`src/rtl/chart_recorder_if.sv`:
```
// Chart recorder bus: control strobes and click levels in, chart RAM write port and status out.
interface chart_recorder_if #(
    parameter int ADDR_W = 12
);
    logic              step;
    logic              rec_start;
    logic              rec_stop;
    logic              clickup;
    logic              clickdown;
    logic              wr_en;
    logic [ADDR_W-1:0] wr_addr;
    logic [1:0]        wr_noteup;
    logic [1:0]        wr_notedown;
    logic              recording;
    logic              done;
    logic [ADDR_W-1:0] note_count;

    modport master (
        input  step, rec_start, rec_stop, clickup, clickdown,
        output wr_en, wr_addr, wr_noteup, wr_notedown, recording, done, note_count
    );

    modport slave (
        output step, rec_start, rec_stop, clickup, clickdown,
        input  wr_en, wr_addr, wr_noteup, wr_notedown, recording, done, note_count
    );
endinterface

```
`src/rtl/chart_recorder.sv`:
```
// Quantizes two-lane button taps to beat slots and writes note words into the chart RAM.
//
// state    | meaning
// ---------+------------------------------------------------------------
// ST_IDLE  | waiting for rec_start
// ST_ARMED | waiting for the first step, which aligns slot 0
// ST_REC   | collecting clicks per slot, one word written per step
// ST_FLUSH | end marker emitted (mark_q set) or still owed (mark_q clear)
// ST_DONE  | chart complete, address and note count held
module chart_recorder #(
    parameter int ADDR_W = 12
) (
    input  logic             clk,
    input  logic             rst,
    chart_recorder_if.master bus
);
    typedef enum logic [2:0] {ST_IDLE, ST_ARMED, ST_REC, ST_FLUSH, ST_DONE} state_t;

    localparam logic [1:0]        CODE_NONE = 2'b00;
    localparam logic [1:0]        CODE_TAP  = 2'b01;
    localparam logic [1:0]        CODE_HOLD = 2'b10;
    localparam logic [1:0]        CODE_END  = 2'b11;
    localparam logic [ADDR_W-1:0] LAST_SLOT = {{(ADDR_W-1){1'b1}}, 1'b0};
    localparam logic [ADDR_W-1:0] CNT_MAX   = '1;

    state_t            state_q;
    logic              prev_up_q, prev_dn_q;
    logic              seen_up_q, seen_dn_q;
    logic              rel_up_q, rel_dn_q;
    logic [1:0]        last_up_q, last_dn_q;
    logic              inc_q;
    logic              mark_q;
    logic              wr_en_q;
    logic [ADDR_W-1:0] wr_addr_q;
    logic [1:0]        noteup_q, notedown_q;
    logic              recording_q, done_q;
    logic [ADDR_W-1:0] note_count_q;

    logic       rise_up_d, rise_dn_d;
    logic [1:0] code_up_d, code_dn_d;
    logic       tap_d;

    always_comb begin
        rise_up_d = bus.clickup & ~prev_up_q;
        rise_dn_d = bus.clickdown & ~prev_dn_q;
        code_up_d = CODE_NONE;
        code_dn_d = CODE_NONE;
        if (seen_up_q || rise_up_d)
            code_up_d = CODE_TAP;
        else if (!rel_up_q && bus.clickup && (last_up_q == CODE_TAP || last_up_q == CODE_HOLD))
            code_up_d = CODE_HOLD;
        if (seen_dn_q || rise_dn_d)
            code_dn_d = CODE_TAP;
        else if (!rel_dn_q && bus.clickdown && (last_dn_q == CODE_TAP || last_dn_q == CODE_HOLD))
            code_dn_d = CODE_HOLD;
        tap_d = (code_up_d == CODE_TAP) || (code_dn_d == CODE_TAP);
    end

    // The address advances the cycle after a slot write, so wr_addr shows the written address while wr_en is high.
    always_ff @(posedge clk) begin
        if (rst) begin
            state_q      <= ST_IDLE;
            prev_up_q    <= 1'b0;
            prev_dn_q    <= 1'b0;
            seen_up_q    <= 1'b0;
            seen_dn_q    <= 1'b0;
            rel_up_q     <= 1'b0;
            rel_dn_q     <= 1'b0;
            last_up_q    <= CODE_NONE;
            last_dn_q    <= CODE_NONE;
            inc_q        <= 1'b0;
            mark_q       <= 1'b0;
            wr_en_q      <= 1'b0;
            wr_addr_q    <= '0;
            noteup_q     <= CODE_NONE;
            notedown_q   <= CODE_NONE;
            recording_q  <= 1'b0;
            done_q       <= 1'b0;
            note_count_q <= '0;
        end else begin
            prev_up_q <= bus.clickup;
            prev_dn_q <= bus.clickdown;
            wr_en_q   <= 1'b0;
            inc_q     <= 1'b0;
            if (inc_q)
                wr_addr_q <= wr_addr_q + 1'b1;

            case (state_q)
                ST_IDLE, ST_DONE: begin
                    if (bus.rec_start) begin
                        state_q      <= ST_ARMED;
                        wr_addr_q    <= '0;
                        note_count_q <= '0;
                        seen_up_q    <= 1'b0;
                        seen_dn_q    <= 1'b0;
                        rel_up_q     <= 1'b0;
                        rel_dn_q     <= 1'b0;
                        last_up_q    <= CODE_NONE;
                        last_dn_q    <= CODE_NONE;
                        recording_q  <= 1'b1;
                        done_q       <= 1'b0;
                    end
                end
                ST_ARMED: begin
                    if (bus.rec_stop) begin
                        state_q     <= ST_IDLE;
                        recording_q <= 1'b0;
                    end else if (bus.step) begin
                        state_q   <= ST_REC;
                        seen_up_q <= 1'b0;
                        seen_dn_q <= 1'b0;
                        rel_up_q  <= 1'b0;
                        rel_dn_q  <= 1'b0;
                    end
                end
                ST_REC: begin
                    if (bus.step) begin
                        wr_en_q    <= 1'b1;
                        inc_q      <= 1'b1;
                        noteup_q   <= code_up_d;
                        notedown_q <= code_dn_d;
                        last_up_q  <= code_up_d;
                        last_dn_q  <= code_dn_d;
                        seen_up_q  <= 1'b0;
                        seen_dn_q  <= 1'b0;
                        rel_up_q   <= 1'b0;
                        rel_dn_q   <= 1'b0;
                        if (tap_d && note_count_q != CNT_MAX)
                            note_count_q <= note_count_q + 1'b1;
                        if (bus.rec_stop || wr_addr_q == LAST_SLOT) begin
                            state_q     <= ST_FLUSH;
                            recording_q <= 1'b0;
                            mark_q      <= 1'b0;
                        end
                    end else if (bus.rec_stop) begin
                        wr_en_q     <= 1'b1;
                        noteup_q    <= CODE_END;
                        notedown_q  <= CODE_END;
                        state_q     <= ST_FLUSH;
                        recording_q <= 1'b0;
                        mark_q      <= 1'b1;
                    end else begin
                        seen_up_q <= seen_up_q | rise_up_d;
                        seen_dn_q <= seen_dn_q | rise_dn_d;
                        rel_up_q  <= rel_up_q | ~bus.clickup;
                        rel_dn_q  <= rel_dn_q | ~bus.clickdown;
                    end
                end
                ST_FLUSH: begin
                    if (!mark_q) begin
                        wr_en_q    <= 1'b1;
                        noteup_q   <= CODE_END;
                        notedown_q <= CODE_END;
                        mark_q     <= 1'b1;
                    end else begin
                        state_q <= ST_DONE;
                        done_q  <= 1'b1;
                    end
                end
                default: state_q <= ST_IDLE;
            endcase
        end
    end

    assign bus.wr_en       = wr_en_q;
    assign bus.wr_addr     = wr_addr_q;
    assign bus.wr_noteup   = noteup_q;
    assign bus.wr_notedown = notedown_q;
    assign bus.recording   = recording_q;
    assign bus.done        = done_q;
    assign bus.note_count  = note_count_q;
endmodule
```
`src/flat_wrapper.sv`:
```
// flat-port wrapper written by rule: the top's interface ports become plain ports
module chart_recorder_flat 
#(
    parameter int ADDR_W = 12
)
  (clk, rst, bus_step, bus_rec_start, bus_rec_stop, bus_clickup, bus_clickdown, bus_wr_en, bus_wr_addr, bus_wr_noteup, bus_wr_notedown, bus_recording, bus_done, bus_note_count);
  chart_recorder_if #(.ADDR_W(ADDR_W)) bus_i ();
  input  logic clk;
  input  logic rst;
  input wire logic [$bits(bus_i.step)-1:0] bus_step;
  input wire logic [$bits(bus_i.rec_start)-1:0] bus_rec_start;
  input wire logic [$bits(bus_i.rec_stop)-1:0] bus_rec_stop;
  input wire logic [$bits(bus_i.clickup)-1:0] bus_clickup;
  input wire logic [$bits(bus_i.clickdown)-1:0] bus_clickdown;
  output wire logic [$bits(bus_i.wr_en)-1:0] bus_wr_en;
  output wire logic [$bits(bus_i.wr_addr)-1:0] bus_wr_addr;
  output wire logic [$bits(bus_i.wr_noteup)-1:0] bus_wr_noteup;
  output wire logic [$bits(bus_i.wr_notedown)-1:0] bus_wr_notedown;
  output wire logic [$bits(bus_i.recording)-1:0] bus_recording;
  output wire logic [$bits(bus_i.done)-1:0] bus_done;
  output wire logic [$bits(bus_i.note_count)-1:0] bus_note_count;
  assign bus_i.step = bus_step;
  assign bus_i.rec_start = bus_rec_start;
  assign bus_i.rec_stop = bus_rec_stop;
  assign bus_i.clickup = bus_clickup;
  assign bus_i.clickdown = bus_clickdown;
  assign bus_wr_en = bus_i.wr_en;
  assign bus_wr_addr = bus_i.wr_addr;
  assign bus_wr_noteup = bus_i.wr_noteup;
  assign bus_wr_notedown = bus_i.wr_notedown;
  assign bus_recording = bus_i.recording;
  assign bus_done = bus_i.done;
  assign bus_note_count = bus_i.note_count;
  chart_recorder #(.ADDR_W(ADDR_W)) u_core (.clk(clk), .rst(rst), .bus(bus_i));
endmodule
```
`config.mk`:
```
export PLATFORM = sky130hd
export DESIGN_NAME = chart_recorder_flat
export DESIGN_NICKNAME = d
export VERILOG_FILES = /design/src/rtl/chart_recorder_if.sv /design/src/rtl/chart_recorder.sv /design/src/flat_wrapper.sv
export SDC_FILE = /design/constraint.sdc
export NUM_CORES = 1
export LEC_CHECK = 0
export ABC_AREA = 1
export CAP_MARGIN = 20
export CORE_MARGIN = 3
export CORE_UTILIZATION = 45
export CTS_CLUSTER_DIAMETER = 40
export CTS_CLUSTER_SIZE = 30
export DETAILED_ROUTE_END_ITERATION = 10
export DONT_BUFFER_PORTS = 1
export GPL_ROUTABILITY_DRIVEN = 0
export HOLD_SLACK_MARGIN = 0.02
export PLACE_DENSITY = 0.67
export REMOVE_ABC_BUFFERS = 1
export SKIP_CTS_REPAIR_TIMING = 1
export SLEW_MARGIN = 25
export SYNTH_ARGS = -nofsm -noshare
export SYNTH_HDL_FRONTEND = slang
export SYNTH_SLANG_ARGS = --single-unit
```
`constraint.sdc`:
```
create_clock -name clk -period 3.7 [get_ports clk]
set_input_delay 0.37 -clock clk [delete_from_list [all_inputs] [get_ports clk]]
set_output_delay 0.37 -clock clk [all_outputs]
set_load 0.05 [all_outputs]
```
# Yosys cells after proc, flatten, opt, wreduce, memory -nomap -nowiden
# Cells that the tools add are included.
# W data, S select, Z words.
[word_totals]
regBits = 46
input_bits = 7
out_inout_bits = 31
elab_cells = 142
[op_classes]
addsub = 2
n_eq_ne = 23
mux = 60
n_bitwise = 11
n_reduce_logical = 28
[op_table]
columns = ["op", "count"]
rows = [
  ["$mux W12", 6],
  ["$add A12 B1 Y12 const B", 2],
  ["$pmux W12 S2", 1],
  ["$mux W1", 22],
  ["$mux W2", 11],
  ["$mux W3", 7],
  ["$pmux W2 S2", 4],
  ["$pmux W1 S3", 5],
  ["$reduce_and A3 Y1", 5],
  ["$eq A12 B12 Y1 const B", 1],
  ["$ne A12 B12 Y1 const B", 1],
  ["$pmux W3 S4", 1],
  ["$ne A2 B2 Y1 const B", 5],
  ["$reduce_and A5 Y1", 2],
  ["$ne A3 B3 Y1 const B", 3],
  ["$eq A2 B1 Y1 const B", 4],
  ["$eq A3 B2 Y1 const B", 2],
  ["$logic_or A1 B1 Y1", 6],
  ["$pmux W1 S2", 3],
  ["$reduce_bool A2 Y1", 3],
  ["$logic_and A1 B1 Y1", 5],
  ["$not A1 Y1", 5],
  ["$eq A2 B2 Y1 const B", 2],
  ["$ne A2 B1 Y1 const B", 2],
  ["10 further kinds", 16],
]

# Depth between registers and ports, before layout
# Gate-level depths: netlist of run 1.
[logic_depth]
ltp_word = 11
depth_mapped = 11
mapped_depth_nobuf = 10

# Worst setup path after synthesis of run 1
# Ideal clock, no wire load.
[synth_timing]
path_kind = "register -> register"
start = "reg u_core.note_count_q[0], in the netlist u_core.bus.note_count[0]"
end = "reg u_core.note_count_q[7], in the netlist u_core.bus.note_count[7]"
setup_ns = 0.111
t_arrival_ns = 1.819
required_time_ns = 3.589
path_slack_ns = 1.770
stages_incl_launch_ff = 12
n_path_buf = 1
period_less_slack_ns = 1.930
path_cell_list = "dfxtp_1 > ha_1 > nand2_1 > nor2_1 > nand3_1 > nand2_1 > nand2_1 > buf_6 > nand3_1 > nand2_1 > inv_1 > nor2_1"
[synth_between]
elab_chain_cells = 4
word_cells_on_any_way = 8
classes_between = "add/sub (1); eq/ne (2); mux (3); reduce/logical (2)"
[synth_rtl]
columns = ["item", "line_no", "text"]
rows = [
  ["from (decl)", "chart_recorder.sv:37", "logic [ADDR_W-1:0] note_count_q;"],
  ["from (signal assigned)", "chart_recorder.sv:129", "note_count_q <= note_count_q + 1'b1;"],
  ["$add A12 B1 Y12 / $ne A12 B12 Y1 (equally long branches)", "chart_recorder.sv:129, chart_recorder.sv:128", ""],
  ["$mux W12 / $logic_and A1 B1 Y1 (equally long branches)", "chart_recorder.sv:128", "if (tap_d && note_count_q != CNT_MAX)"],
  ["$mux W12 / $ne A2 B1 Y1 (equally long branches)", "--", ""],
  ["$pmux W12 S2 / $reduce_and A4 Y1 (equally long branches)", "--", ""],
]
# Several ways; a longest one is shown, not always the timed one. The select of a mux whose other input is x is not followed.
# A chain may end at the register's enable or synchronous reset.

# Worst setup path after layout of run 1
[layout_timing]
start = "reg u_core.note_count_q[0], in the netlist u_core.bus.note_count[0]"
end = "reg u_core.note_count_q[5], in the netlist u_core.bus.note_count[5]"
# Same word-level chain as after synthesis.

==> run metrics, run 1 <==
endpoints failing hold 0; Iter 0 DRT Violations 130; vias in the first global route between 1.5k and 2k; unrepaired setup endpoints after global routing false; Area growth, synth to finish 6.07%; Final Non-Filler Cells 438; Placed Instances 430; number of flops mapped to enable cells by yosys 0; top cell type's share of synthesized area a little under two fifths; top post-synthesis cells by area dfxtp_1 38%, nand2_1 13%, nor2_1 12%, nand3_1 6.8%, inv_1 6.2%; status finished, final reports clean; main combinational cell family by area after synthesis simple AND/OR/NAND/NOR gates; Synth Warn # 0; CTS H-tree lvls 2; Arrival @ worst endpoint approximately 2600 ps; Leak a little over 1 nW; Die Area roughly 6300 um^2; VDD IR max 0.391 mV; drt via density between 5 and 6; setup TNS 0 ps; pwr dens a little over 700 nW/um^2; I/O Buffers 0; Top FF cell, synth dfxtp_1; Core ar. roughly 5200 um^2; row count 26; Total Routing Usage GR 18.3%; DPL Wire Length approximately 3.8 mm; post-synthesis cell type count 33; XOR/XNOR Fraction of Synth Area between 1.5 and 2%; clock-pin slew on the worst setup and hold paths roughly 90 ps; CP max FO 12; hold crit path type in2reg; Clk pwr share between 20 and 25%; CP required about 3900 ps; Pint 0.996 mW; critical path capture point type flip-flop; first-pass GRT wire length 9.24 mm; drt first pass iters 4; Die H a little under 80 um; Seq. cell area between 900 and 1000 um^2; post-synthesis mux area share 0%; Remaining Overflow, GRT 0; Tmin final approximately 2400 ps; Synth Area per Inst 6.61 um^2; root buf cell clkbuf_8; Finished Core Util between 40 and 50%; layout cells sized above 1 roughly 6%; CTS tree done; dominant cell by count in the synthesized netlist nand2_1; max_cap viols 0; worst clock skew 6.88 ps; Synth area leader dfxtp_1; Layout Nets 377; Psw roughly 0.87 mW; mapped cell area 2430 um^2; number of diodes 0; Seq pwr share 43.2%; Synth Instances between 300 and 400; Initial Util a little under half; post-synthesis sequential area ratio 37.8%; Seq cells post-synth between 40 and 50; Slew HR between 50 and 60%; fmax approximately 420 MHz; IO Pins 38; Post-synth top cells 82 x nand2_1, 78 x nor2_1, 46 x dfxtp_1, 40 x inv_1, 33 x nand3_1; simple-gate share of the synthesized area between 30% and 40%; Async SR Flop Fraction 0%; Clk Latency, worst-skew pair about 300 ps; Max clock buf depth 2; Fin Hold WS roughly 120 ps; count of final max-slew check failures 0; Multi-input gate area about 1300 um^2; startpoint types flip-flop; Die Width approximately 80 um; area share of fa/ha/maj cells after synthesis approximately 1.5%; vias ~2.2k; number of filler cells placed in the layout roughly 550; initial antenna violation count 0; largest net degree at the start of global routing 23; Avg WL per Cell approximately 12 um; CTS Sinks 46; sw frac between 40% and 50%; kind of critical path reg2reg; Setup violations, final 0; DRC 0; CTS Buf Count 5; Tcrit/Tclk final ~64%; Routed WL about 5.4 mm; post-synthesis compound-gate area fraction a little under an eighth; pin slew with the least headroom to its limit between 700 and 800 ps; Combinational Power Share a little over a third; post-route ant nets 0
worst paths after layout:
kind | from | to | slack, ps | cells past startpoint
max reg2reg | u_core.bus.note_count[0] | u_core.bus.note_count[5] | 1320 | 9
max | u_core.bus.note_count[0] | u_core.bus.note_count[5] | 1320 | 9
min reg2reg | u_core.rel_dn_q | u_core.rel_dn_q | 460 | 2
min | rst | u_core.bus.note_count[4] | 120 | 1
metal layers:
metal | track usage (%) | up-vias | wire, um
met5 | 0 | - | 0
met2 | 27.0 | 53 | 2300
met1 | 25.2 | 992 | 2690
met4 | 7.22 | 0 | 83
li1 | - | 1175 | -
met3 | 4.74 | 6 | 322
layout make-up:
| type | count | area share [%] |
|---|---|---|
| Clock buffer | 6 | 2.81 |
| Clock inverter | 2 | 1.45 |
| Inverter | 41 | 6.06 |
| Multi-Input combinational cell | 272 | 50.3 |
| Sequential cell | 46 | 35.7 |
| Tap cell | 70 | 3.39 |
| Timing Repair Buffer | 1 | 0.291 |
through the flow:
stage,total power [mW],cell area [um^2],worst slack (ps)
floorplan,1.35,2380,1610
global placement,1.49,2470,1410
detailed placement,1.49,2470,1350
CTS,1.88,2580,1340
global route,2.03,2580,974
finish,1.87,2580,1320
flip-flops by register name, indices dropped and copies added, names as in the netlist:
name and flops:
u_core.bus.done 1, u_core.bus.note_count 12, u_core.bus.recording 1, u_core.bus.wr_addr 12, u_core.bus.wr_en 1, u_core.bus.wr_notedown 2, u_core.bus.wr_noteup 2, u_core.inc_q 1
u_core.last_dn_q 2, u_core.last_up_q 2, u_core.mark_q 1, u_core.prev_dn_q 1, u_core.prev_up_q 1, u_core.rel_dn_q 1, u_core.rel_up_q 1, u_core.seen_dn_q 1
u_core.seen_up_q 1, u_core.state_q 3
cell usage in the layout, fill, tap and decap left out, types with 3 or more instances in the layout:
master / count
a21oi_1: 17
nand2_2: 3
nor3_1: 4
nor3b_1: 3
nand3_2: 3
nand4_1: 6
nand3_1: 33
nand2_1: 82
a31oi_1: 4
ha_1: 3
xor2_1: 3
o21ai_0: 16
inv_1: 40
nor2_1: 78
clkbuf_8: 5
dfxtp_1: 46
power groups by stage:
stage          sequential, mW  clock [mW]  combinational [mW]
2_1_floorplan           0.800           0               0.548
3_3_place_gp            0.816           0               0.672
3_5_place_dp            0.819           0               0.675
4_1_cts                 0.807       0.394               0.679
5_1_grt                 0.826       0.411               0.791
6_report                0.806       0.380               0.681
worst max-delay path, cell delays in order (launching register included):
cell and delay (ps):
dfxtp_1 760, ha_1 380, nand2_1 80, nor2_1 140
nand3_1 90, nand2_1 120, nand2_1 260, nand2_1 250
nand2_1 70, a21oi_1 160
cell families (layout without fill, tap and decap cells):
family	after synthesis	after routing
buf+inv	50	50
compound gates	49	49
xor+xnor	5	5
fa+ha+maj	3	3
simple gates	215	215
flops	46	46
Note: power is estimated with default switching activity, not from simulation.
==> inputs of run 2 (changes only) <==
Clock period 3.7 ns to 2.45 ns, I/O delays scaled along.
==> run metrics, run 2 (synthesis results as in run 1) <==
status finished, final reports clean; pin slew with the least headroom to its limit around 570 ps; kind of critical path reg2reg; CTS tree done; Core ar. 5170 um^2; clock-pin slew on the worst setup and hold paths around 90 ps; CTS H-tree lvls 2; first-pass GRT wire length around 9.9 mm; Tmin final roughly 1800 ps; layout cells sized above 1 between 10% and 20%; Overall Power 2.77 mW; DPL Wire Length 4.07 mm; hold crit path type in2reg; CTS Buf Count 5; count of final max-slew check failures 0; Initial Util between 40% and 50%; critical path capture point type flip-flop; Final Non-Filler Cells around 460; Placed Instances 453; DRC 0; vias in the first global route roughly 2.1k; Critical Path Max Stage Delay around 350 ps; startpoint types flip-flop; drt via density ~5.0; worst path cell trace ha_1 > nand2_1 > nor2_1 > nand3_1 > nand2_1 > nand2_1 > nand2_1 > nand2_1 > a21oi_1; CP required ~2700 ps; Leak around 1.1 nW; slowest CP cell dfxtp_1; Slew HR roughly 60%; VDD IR max about 0.53 mV; root buf cell clkbuf_8; Die H between 70 and 80 um; post-route ant nets 0; Post-Layout Inst Area 2740 um^2; commonest cells after routing, fill and taps aside 82 x nand2_1, 78 x nor2_1, 46 x dfxtp_1, 40 x inv_1, 33 x nand3_1; Die Area 6330 um^2; CTS Sinks 46; row count 26; Max clock buf depth 2; Routed WL around 5.7 mm; Cell Area, Placed roughly 2600 um^2; vias 2313; pwr dens 1010 nW/um^2; largest net degree at the start of global routing 22; worst slack, placed ~640 ps; Clk Latency, worst-skew pair approximately 310 ps; endpoints failing hold 0; Layout Nets 401; Remaining Overflow, GRT 0; IO Pins 38; I/O Buffers 0; most frequent cell on the critical path nand2_1; Arrival @ worst endpoint between 2000 and 2500 ps; CP max FO 12; max_cap viols 0; Fin Hold WS about 80 ps; Die Width between 70 and 80 um; worst clock skew 5.23 ps; Finished Core Util between 50% and 60%; worst setup margin 609 ps; Total Routing Usage GR around 19%; initial antenna violation count 0; Setup violations, final 0; Avg WL per Cell around 12 um; drt first pass iters 4; number of diodes 0; setup TNS 0 ps; Tcrit/Tclk final about 75%; unrepaired setup endpoints after global routing false; Area growth, synth to finish 12.8%; fmax around 540 MHz; Iter 0 DRT Violations between 100 and 150; most common cell after layout, fill and taps aside nand2_1
==> run 2: final cells by class <==
class | instances | area, um^2
Tap cell | 70 | 87.6
Clock buffer | 5 | 68.8
Multi-Input combinational cell | 272 | 1300
Clock inverter | 3 | 21.3
Sequential cell | 46 | 921
Fill cell | 533 | 2430
Timing Repair Buffer | 25 | 190
Inverter | 41 | 156
==> run 2: critical path: cells and delay by family, from the launching register on <==
family / cells / cell delay [ps]
AOI/OAI and AO/OA: 1 / 130
and+or+nand+nor: 7 / 1000
DFF: 1 / 350
adders and majority gates: 1 / 280
==> run 2: path summary, 6_finish.rpt <==
kind	slack (ps)	endpoint	from	depth (start not counted)
worst max-delay path	610	u_core.bus.note_count[5]	u_core.bus.note_count[0]	9
worst min-delay path	80	u_core.prev_dn_q	bus_clickdown	2
worst max register to register	610	u_core.bus.note_count[5]	u_core.bus.note_count[0]	9
worst min register to register	470	u_core.rel_up_q	u_core.rel_up_q	2
==> run 2: layer usage <==
| metal | share of wire (%) | GRT usage [%] |
|---|---|---|
| met2 | 43 | 29.3 |
| met3 | 5.0 | 4.97 |
| met1 | 50 | 26.5 |
| met5 | 0 | 0 |
| met4 | 1.3 | 6.53 |
==> run 2: report_power, final <==
group          internal, mW  switching, mW
logic                 0.360          0.834
clock network         0.201          0.274
registers             0.873          0.228
